--- src/rtl/ccs_chan_fifo_v1.sv ---
// Channel FIFO with registered occupancy. din_rdy and dout_vld depend only on state,
// so there is no combinational path from one channel's handshake to the other's.
module ccs_chan_fifo_v1 #(
  parameter int unsigned rscid = 1,
  parameter int unsigned width = 8,
  parameter int unsigned depth = 4,
  localparam int unsigned aw   = $clog2(depth)
) (
  input  logic             clk,
  input  logic             rst,
  input  logic [width-1:0] din,
  input  logic             din_vld,
  output logic             din_rdy,
  output logic [width-1:0] dout,
  output logic             dout_vld,
  input  logic             dout_rdy,
  output logic [aw:0]      sz
);

  localparam logic [aw:0] full_cnt = (aw + 1)'(depth);

  logic [width-1:0] mem [depth];
  logic [aw-1:0]    wr_ptr_q, wr_ptr_d;
  logic [aw-1:0]    rd_ptr_q, rd_ptr_d;
  logic [aw:0]      sz_q, sz_d;
  logic             push, pop;

  // rscid only binds the instance to a tool resource.
  logic unused_rscid;
  assign unused_rscid = ^rscid;

  assign din_rdy  = (sz_q != full_cnt);
  assign dout_vld = (sz_q != '0);
  assign dout     = mem[rd_ptr_q];
  assign sz       = sz_q;

  assign push = din_vld & din_rdy;
  assign pop  = dout_vld & dout_rdy;

  always_comb begin
    wr_ptr_d = wr_ptr_q;
    rd_ptr_d = rd_ptr_q;
    sz_d     = sz_q;
    if (push) wr_ptr_d = wr_ptr_q + 1'b1;
    if (pop)  rd_ptr_d = rd_ptr_q + 1'b1;
    unique case ({push, pop})
      2'b10:   sz_d = sz_q + 1'b1;
      2'b01:   sz_d = sz_q - 1'b1;
      default: sz_d = sz_q;
    endcase
  end

  always_ff @(posedge clk) begin
    if (rst) begin
      wr_ptr_q <= '0;
      rd_ptr_q <= '0;
      sz_q     <= '0;
    end else begin
      wr_ptr_q <= wr_ptr_d;
      rd_ptr_q <= rd_ptr_d;
      sz_q     <= sz_d;
    end
  end

  // Storage is deliberately unreset; a write in the reset cycle is harmless because
  // the pointers are cleared and the entry is invisible until rewritten.
  always_ff @(posedge clk) begin
    if (push && !rst) mem[wr_ptr_q] <= din;
  end

endmodule

--- config.mk ---
export PLATFORM = sky130hd
export DESIGN_NAME = ccs_chan_fifo_v1
export DESIGN_NICKNAME = d
export VERILOG_FILES = /design/src/rtl/ccs_chan_fifo_v1.sv
export SDC_FILE = /design/constraint.sdc
export NUM_CORES = 1
export LEC_CHECK = 0
export ABC_AREA = 1
export BUFFER_PORTS_ARGS = -buffer_cell sky130_fd_sc_hd__buf_4
export CORE_MARGIN = 5
export CORE_UTILIZATION = 40
export CTS_BUF_LIST = sky130_fd_sc_hd__clkbuf_4
export DETAILED_ROUTE_END_ITERATION = 8
export HOLD_SLACK_MARGIN = 0.12
export SYNTH_ARGS = -nofsm -noshare
export SYNTH_HDL_FRONTEND = slang
export SYNTH_SLANG_ARGS = --single-unit
--- constraint.sdc ---
create_clock -name clk -period 1.5 [get_ports clk]
set_input_delay 0.075 -clock clk [delete_from_list [all_inputs] [get_ports clk]]
set_output_delay 0.075 -clock clk [all_outputs]
set_load 0.02 [all_outputs]
==> out/results.txt <==
Leakage Power: 0.000933 µW
Hold path depth: 5
H-tree Lvls: 2
First-pass GRT wire length: 5.78 mm
End of the worst register-to-register path: sz[2]$_SDFFE_PP0P_
Post-Syn Area: 0.00171 mm²
WL/cell: 13.4 µm
Synth warn: 0
Cell taking the most area after synthesis: edfxtp_1
Crit-path max FO: 3
Seq/Total Area, Yosys: 66.9%
Critical R2R Launch: sz[0]$_SDFFE_PP0P_
Top post-synthesis cells by area: edfxtp_1 56%, dfxtp_1 11%, nor2_1 6.2%
First-pass iteration count of the detailed router: 4
Avg Inst Size Synth: 11.5 µm²
Final worst slack: -94.7 ps
Fin crit period: 1590 ps
DRC viols: 0
Register Area: 0.00116 mm²
Status: finished with violations
RSZ-0062 raised after global routing: yes
Die area: 0.00567 mm²
Failing checks: setup timing
Total Wirelength: 3.48 mm
Clk sinks: 41
Fillers: 343
Slowest Stage Delay on Critical Path: 370 ps
Fmax: 0.627 GHz
Hold_sp: din_vld
Placer Congestion: 0.762
Netlist cell types: 20
Initial Utilization: 42.1%
P&R area growth vs syn: 35.9%
IO Pins: 25
Core area: 0.00406 mm²
Crit start category: flip-flop
CTS tree: yes
Worst-Margin Slew: 205 ps
GRT overflow: 0
Max Cap Viol: 0
Rows: 23
PortBufs: 24
ANT cells: 0
CP Data Required Time: 1740 ps
Hold worst-path end: sz[0]$_SDFFE_PP0P_
Cells on worst reg2reg path: 12
Post-route antenna net violation count: 0
Mapped Nets: 166
Crit path DAT: 1830 ps
Root buffer cell: clkbuf_4
Commonest non-fill, non-tap cell in the layout: buf_4
Vias per cell: 4.85
Layout cells sized above 1: 36.4%
Setup Viol. Count Final: 2
Yosys reg bits: 41
Slowest cell on the critical path: dfxtp_4
Num CTS Buffers: 5
Crit-path most repeated cell: nand2_1
Chip width: 75.3 µm
Cells after Synth: 148
Yosys top cell area share: 56.3%
Post-layout net count: 226
Die H: 75.3 µm
Final worst-path cycle share: 106%
Vias in the first global route: 1,332
Crit path kind: reg2reg
Min-delay worst type: in2reg
PD cells: 1510 mW/mm²
Clock Path Buffers: 2
Largest net degree at the start of global routing: 17
CP Cell Sequence: nor2_4 > a21boi_2 > inv_2 > ha_4 > inv_2 > fa_2 > inv_1 > nand2_1 > nand3_2 > nand2_1 > nand2_1 > nor2_1
Placed insts: 234
R2R setup slack: -90 ps
Non-filler cells, final: 259
Initial DRC count: 32
Clock skew after layout: 8.75 ps
Area occupied by multi-input gates: 510 µm²
Dpl hpwl: 2.41 mm
Setup_tns: -133 ps
Initial antenna violation count: 0
Via count: 1,257
Final hold violations: 0
Clock network latency to the later pin of the worst-skew pair: 340 ps
VDD IR max: 0.000927 V
Setup crit end kind: flip-flop
Clock slew at reported path FFs: 110 ps
Commonest non-fill, non-tap cells in the layout: 40 x buf_4, 32 x edfxtp_1, 27 x nor2_1
GRT Total Usage: 13.9%
Max_slew headroom: 86.2%
Max-slew violations: 0
cell families after synthesis:
family                   count (synthesis)  synth area share, %
AND/OR/NAND/NOR                         50                 12.4
flip-flops                              41                 66.9
AO/OA/AOI/OAI                           30                 10.4
buffers and inverters                   21                 5.50
adder cells (fa/ha/maj)                  6                 4.84
layer usage:
metal / vias to the layer above / GRT usage [%] / wire [µm]
met5: - / 0 / 0
li1: 626 / - / -
met3: 9 / 2.90 / 176
met1: 593 / 14.2 / 1290
met4: 0 / 6.41 / 79
met2: 29 / 26.7 / 1940
power by group:
part	total [µW]	internal, µW	switching [µW]
clock network	517	178	339
logic	1510	695	812
registers	1480	1370	112
total	3500	2240	1260
worst max-delay path: cells and delay by family, from the launching register on:
family,cells,cell delay [ps]
AND/OR/NAND/NOR,6,410
buffers and inverters,3,180
AO/OA/AOI/OAI,1,90
flip-flops,1,370
adder cells (fa/ha/maj),2,460
metrics by stage:
stage               total power, µW  instance area [µm²]  hold slack, ps  setup WS [ps]  util, %
detailed placement             2840                 2070             263           -120     50.9
global placement               2780                 2070             264          -43.6     50.9
global route                   3750                 2320             298           -221     57.1
finish                         3500                 2320             305          -94.7     57.1
floorplan                      2270                 1740             153          -84.8        -
CTS                            3490                 2280             276          -88.7     56.1
registers in the layout, summed over array words and instances (netlist names), named ones only:
register and flops:
sz 3, rd_ptr_q 2, wr_ptr_q 2, mem 32
layout make-up:
type | count | share of cell area, %
multi-input combinational | 86 | 22.0
clock buffer | 5 | 1.62
timing repair buffer | 55 | 19.4
sequential | 41 | 50.0
clock inverter | 3 | 0.756
tap | 50 | 2.70
inverter | 19 | 3.51
worst max-delay path by stage:
stage / startpoint / to / depth (start not counted) / slack (ps)
after floorplan: sz[0]$_SDFFE_PP0P_ / sz[2]$_SDFFE_PP0P_ / 13 / -80
after global placement: sz[0]$_SDFFE_PP0P_ / sz[1]$_SDFFE_PP0P_ / 8 / -40
after detailed placement: sz[0]$_SDFFE_PP0P_ / sz[2]$_SDFFE_PP0P_ / 12 / -120
after CTS: sz[1]$_SDFFE_PP0P_ / sz[2]$_SDFFE_PP0P_ / 11 / -90
after global routing: sz[0]$_SDFFE_PP0P_ / sz[2]$_SDFFE_PP0P_ / 12 / -220
final: sz[0]$_SDFFE_PP0P_ / sz[2]$_SDFFE_PP0P_ / 12 / -90
cell usage after synthesis (all sizes together):
library cell / count
edfxtp: 32
nand3: 4
buf: 2
nand2: 15
o22ai: 8
nand3b: 1
inv: 19
dfxtp: 9
a21boi: 1
ha: 5
a21oi: 3
o21ai: 18
nor2: 30
fa: 1
repair_timing:
item,in CTS,in global routing
hold buffers,11,0
gates resized for setup,9,9
buffers inserted,3,2
pin swaps,6,3
cloned,0,1
hold endpoints to repair,37,0
setup endpoints to repair,10,8
No activity file was read; power rests on OpenSTA's default activity.
